===== src/rtl/seven_seg_scanner.sv =====
// seven_seg_scanner: time-multiplexed active-low 7-segment scanner with anti-ghost blanking.
// Optional LEADING_ZERO_BLANK_EN suppresses a zero on the most significant digit.
module seven_seg_scanner #(
   parameter int NUM_DIGITS   = 4,
   parameter int REFRESH_DIV  = 100000,
   parameter int BLANK_CYCLES = 2
) (
   input  logic                  clk,
   input  logic                  rst_n,
   input  logic                  en,
   input  logic [3:0]            hex_val,
   output logic [2:0]            digit_sel,
   output logic [NUM_DIGITS-1:0] an_n,
   output logic [6:0]            seg_n,
   output logic                  frame_tick
);
   localparam int TW = $clog2(REFRESH_DIV);
   logic [TW-1:0]         tick_cnt, tick_nx;
   logic [2:0]            sel_nx;
   logic                  slot_end, wrap, show;
   logic [NUM_DIGITS-1:0] an_nx;

   function automatic logic [6:0] dec(input logic [3:0] v);
      case (v)
         4'h0: dec = 7'b1000000;
         4'h1: dec = 7'b1111001;
         4'h2: dec = 7'b0100100;
         4'h3: dec = 7'b0110000;
         4'h4: dec = 7'b0011001;
         4'h5: dec = 7'b0010010;
         4'h6: dec = 7'b0000010;
         4'h7: dec = 7'b1111000;
         4'h8: dec = 7'b0000000;
         4'h9: dec = 7'b0010000;
         4'hA: dec = 7'b0001000;
         4'hB: dec = 7'b0000011;
         4'hC: dec = 7'b1000110;
         4'hD: dec = 7'b0100001;
         4'hE: dec = 7'b0000110;
         default: dec = 7'b0001110;
      endcase
   endfunction

   // Anodes are computed from the next slot position so they line up with the registered scan state.
   always_comb begin
      slot_end = tick_cnt == TW'(REFRESH_DIV - 1);
      wrap     = slot_end && digit_sel == 3'(NUM_DIGITS - 1);
      tick_nx  = slot_end ? '0 : tick_cnt + TW'(1);
      sel_nx   = wrap ? 3'd0 : slot_end ? digit_sel + 3'd1 : digit_sel;
`ifdef LEADING_ZERO_BLANK_EN
      show     = en && tick_nx >= TW'(BLANK_CYCLES) &&
                 !(sel_nx == 3'(NUM_DIGITS - 1) && hex_val == 4'h0);
`else
      show     = en && tick_nx >= TW'(BLANK_CYCLES);
`endif
      an_nx    = show ? ~(NUM_DIGITS'(1) << sel_nx) : '1;
   end

   always_ff @(posedge clk or negedge rst_n)
      if (!rst_n) begin
         tick_cnt   <= '0;
         digit_sel  <= '0;
         an_n       <= '1;
         seg_n      <= 7'h7F;
         frame_tick <= 1'b0;
      end else begin
         tick_cnt   <= tick_nx;
         digit_sel  <= sel_nx;
         an_n       <= an_nx;
         seg_n      <= dec(hex_val);
         frame_tick <= wrap;
      end
endmodule


===== config.mk =====
export PLATFORM = sky130hd
export DESIGN_NAME = seven_seg_scanner
export DESIGN_NICKNAME = d
export VERILOG_FILES = /design/src/rtl/seven_seg_scanner.sv
export SDC_FILE = /design/constraint.sdc
export NUM_CORES = 1
export LEC_CHECK = 0
export CAP_MARGIN = 25
export CORE_UTILIZATION = 30
export DETAILED_ROUTE_END_ITERATION = 8
export MAX_ROUTING_LAYER = met4
export PLACE_DENSITY = 0.57
export SKIP_LAST_GASP = 1
export SLEW_MARGIN = 20
export SYNTH_ARGS = -nofsm -noshare
export SYNTH_HDL_FRONTEND = slang
export SYNTH_SLANG_ARGS = --single-unit

===== constraint.sdc =====
create_clock -name clk -period 2.31 [get_ports clk]
set_input_delay 0.462 -clock clk [delete_from_list [all_inputs] [get_ports clk]]
set_output_delay 0.462 -clock clk [all_outputs]
set_load 0.01 [all_outputs]

==> Flow_metrics.wiki <==
{| class="wikitable"
! Metric !! Value
|-
| Run status || finished clean
|-
| Overall die area || 7060 um^2
|-
| Dominant synthesized flop cell || sky130_fd_sc_hd__dfrtp_1
|-
| RSZ-0062 raised after global routing || no
|-
| Min Tclk post-route || 2.15 ns
|-
| Average routed wire per standard cell || 14.0 um
|-
| Number of remaining DRC errors || 0
|-
| Ordered cell list for the critical path || ha_2 -> nand4_2 -> nor3_4 -> a21boi_1 -> or4b_4 -> a22oi_1
|-
| Worst Path Class, Setup || reg2reg
|-
| Power per unit of standard cell area || 511 nW/um^2
|-
| Placement-stage worst setup slack || 0.139 ns
|-
| Fmax || 466 MHz
|-
| Leakage || 0.00105 uW
|-
| Path type of the worst min-delay path || reg2reg
|-
| Setup TNS Final || 0 ns
|-
| Ys async rst share || 100%
|-
| Clk pin slew, worst setup/hold paths || 0.07 ns
|-
| Instance count of the mapped netlist || 195
|-
| CP Buf/Inv Count || 0
|-
| Number of detailed-route iterations in the first pass || 4
|-
| Max clock buf depth || 2
|-
| Largest net degree at the start of global routing || 33
|-
| Worst setup margin || 0.163 ns
|-
| Number of inserted diodes || 0
|-
| Int Power || 952 uW
|-
| Hold Fails Final Rpt || 0
|-
| Dominant cells by area after synthesis || sky130_fd_sc_hd__dfrtp_1 (26%), sky130_fd_sc_hd__dfstp_2 (14%), sky130_fd_sc_hd__ha_1 (5.6%)
|-
| Hold Crit Depth || 1
|-
| Via density || 4.94
|-
| Cell with the largest stage delay on the worst path || sky130_fd_sc_hd__or4b_4
|-
| EDFF count, synth || 0
|-
| Total of endpoints with negative setup slack in the final report || 0
|-
| Wire length reported by the detailed router || 4210 um
|-
| Initial Util || 31.4%
|-
| Post-layout net count || 238
|-
| Total setup buffers inserted after CTS || 0
|-
| I/O pin total || 22
|-
| Maximum cell stage delay along the critical path || 0.57 ns
|-
| Core Area || 6420 um^2
|-
| Share of total power consumed by net switching || 23.1%
|-
| Number of synthesized register bits || 32
|-
| Multi-input combinational cell area || 1070 um^2
|-
| Layout cell share with drive strength beyond 1 || 22.0%
|-
| Overall routing resource usage || 13.8%
|-
| Rel. slew slack || 72.8%
|-
| Sum of net half-perimeters after detailed placement || 3030 um
|-
| Startpoint Class || flip-flop
|-
| Final antenna-violating net count || 0
|-
| FF/Latch Area || 815 um^2
|-
| Hold buffer count at CTS || 0
|-
| Endpoint class of the critical path || flip-flop
|-
| Synth-to-layout area growth || 20.1%
|-
| Number of warnings printed during yosys synthesis || 0
|-
| Seq pwr share || 47.2%
|-
| Cell area after synthesis || 2020 um^2
|-
| Number of resized instances in the post-cts repair step || 0
|-
| Critical Path RT || 2.52 ns
|-
| Crit. path cell count || 6
|-
| Max-cap violations || 0
|-
| Setup Skew || 0.00777 ns
|-
| Per-instance average area after synthesis || 10.3 um^2
|-
| Clock latency of the later-clocked register in the worst-skew pair || 0.29 ns
|-
| Total grt overflow || 0
|-
| Initial antenna violation count || 0
|-
| Portion of the post-synthesis area used by sequential elements || 40.4%
|-
| Root Buffer Master || sky130_fd_sc_hd__clkbuf_8
|-
| Area share of the leading cell type in the synthesized netlist || 26.1%
|-
| Gp weighted congestion || 0.825
|-
| Overall die width || 84.0 um
|-
| Number of pins exceeding their max-slew limit in the final report || 0
|-
| Power share of the clock group || 44.9%
|-
| CTS sink cnt || 32
|-
| DR iter-0 viols || 53
|-
| Switching pwr || 286 uW
|-
| Slew of the pin with the lowest slew margin || 0.408 ns
|-
| Number of global-route vias before repair || 1525
|-
| Part of the power in combinational logic || 7.9%
|-
| TritonCTS buffer count || 5
|-
| Site row count || 29
|-
| Worst voltage drop across the vdd grid || 0.306 mV
|-
| Cell accounting for the most synthesized area || sky130_fd_sc_hd__dfrtp_1
|-
| Crit path DAT || 2.36 ns
|-
| Global-route wire length before repair || 7470 um
|-
| Critical path's top delay family || simple AND/OR/NAND/NOR gates
|-
| Final-layout fill cell count || 649
|-
| Crit Path Max Fanout || 6
|-
| Clock tree from TritonCTS || done
|-
| Final Power || 1240 uW
|-
| Number of buffer cells added on primary ports || 21
|-
| Final worst path period share || 93.0%
|-
| Number of library cell types mapped by synthesis || 53
|-
| Commonest cells after routing, fill and taps aside || sky130_fd_sc_hd__dfrtp_1 (21), sky130_fd_sc_hd__clkdlybuf4s50_1 (21), sky130_fd_sc_hd__nor2_1 (20)
|-
| Die extent in y || 84.0 um
|-
| R2r worst-path depth || 6
|-
| Via count || 1483
|-
| H-tree depth || 2
|-
| Number of nets in the synthesized netlist || 211
|}
## layer usage
metal	GRT usage, %	wire length, um	vias up
met3	2.67	189	7
met5	-	0	-
met4	4.23	51	0
met1	18.5	2110	705
li1	-	-	740
met2	21.0	1850	31
## registers in the layout, indices dropped and copies added (netlist names)
signal	flops
frame_tick	1
seg_n	7
digit_sel	3
tick_cnt	17
an_n	4
## Yosys cell counts (all sizes together), types with 3 or more instances
cell type,n
dfrtp,21
nor2,20
nand2,13
buf,12
dfstp,11
xnor2,11
ha,9
nand3,8
nand4,8
nor3,8
inv,7
mux2i,7
o21ai,7
xor2,7
nor4,5
and4,4
a211oi,3
or3,3
## power groups by stage
stage / Combinational [uW] / Clock [uW] / Sequential [uW]
after detailed placement: 101 / 0 / 594
final: 98.4 / 556 / 584
after global placement: 100 / 0 / 595
after floorplan: 34.1 / 0 / 601
after CTS: 101 / 565 / 585
after global routing: 111 / 589 / 586
## metrics by stage
step | cells | instance area, um^2 | hold WS [ns] | util (%)
2_1_floorplan | 195 | 2020 | 0.166 | -
3_3_place_gp | 292 | 2310 | 0.477 | 36.0
3_5_place_dp | 292 | 2310 | 0.501 | 36.0
4_1_cts | 300 | 2420 | 0.510 | 37.7
5_1_grt | 300 | 2420 | 0.531 | 37.7
6_report | 300 | 2420 | 0.511 | 37.7
## worst reg2reg max path: stages, from the launching register on
cell and delay, ns:
sky130_fd_sc_hd__dfrtp_1 0.41, sky130_fd_sc_hd__ha_2 0.27, sky130_fd_sc_hd__nand4_2 0.20, sky130_fd_sc_hd__nor3_4 0.31, sky130_fd_sc_hd__a21boi_1 0.11, sky130_fd_sc_hd__or4b_4 0.57, sky130_fd_sc_hd__a22oi_1 0.20
## final timing paths
kind                              from      endpoint  slack, ns
setup / recovery           tick_cnt[0]       an_n[1]       0.16
setup reg to reg           tick_cnt[0]       an_n[1]       0.16
max in group asynchronous        rst_n      seg_n[5]       1.41
hold reg to reg            tick_cnt[0]   tick_cnt[0]       0.51
min in group asynchronous        rst_n  tick_cnt[11]       0.57
hold / removal             tick_cnt[0]   tick_cnt[0]       0.51
## layout make-up
| cell class | instances | area share [%] |
|---|---|---|
| tap | 77 | 3.98 |
| timing repair buffer | 34 | 12.7 |
| clock buffer | 6 | 3.00 |
| inverter | 7 | 1.08 |
| clock inverter | 2 | 1.45 |
| multi-input combinational | 142 | 44.2 |
| sequential | 32 | 33.6 |
## cells by family (layout without fill, tap and decap cells)
| kind of cell | after synthesis | after routing | share of synthesized area (%) |
|---|---|---|---|
| buffers and inverters | 21 | 49 | 6.70 |
| and+or+nand+nor | 84 | 84 | 26.7 |
| muxes | 10 | 10 | 5.71 |
| adders and majority gates | 9 | 9 | 5.58 |
| xor gates and xnor gates | 18 | 18 | 7.82 |
| DFF | 32 | 32 | 40.4 |
| AOI/OAI and AO/OA | 21 | 21 | 7.07 |
No activity file was read; power rests on OpenSTA's default activity.
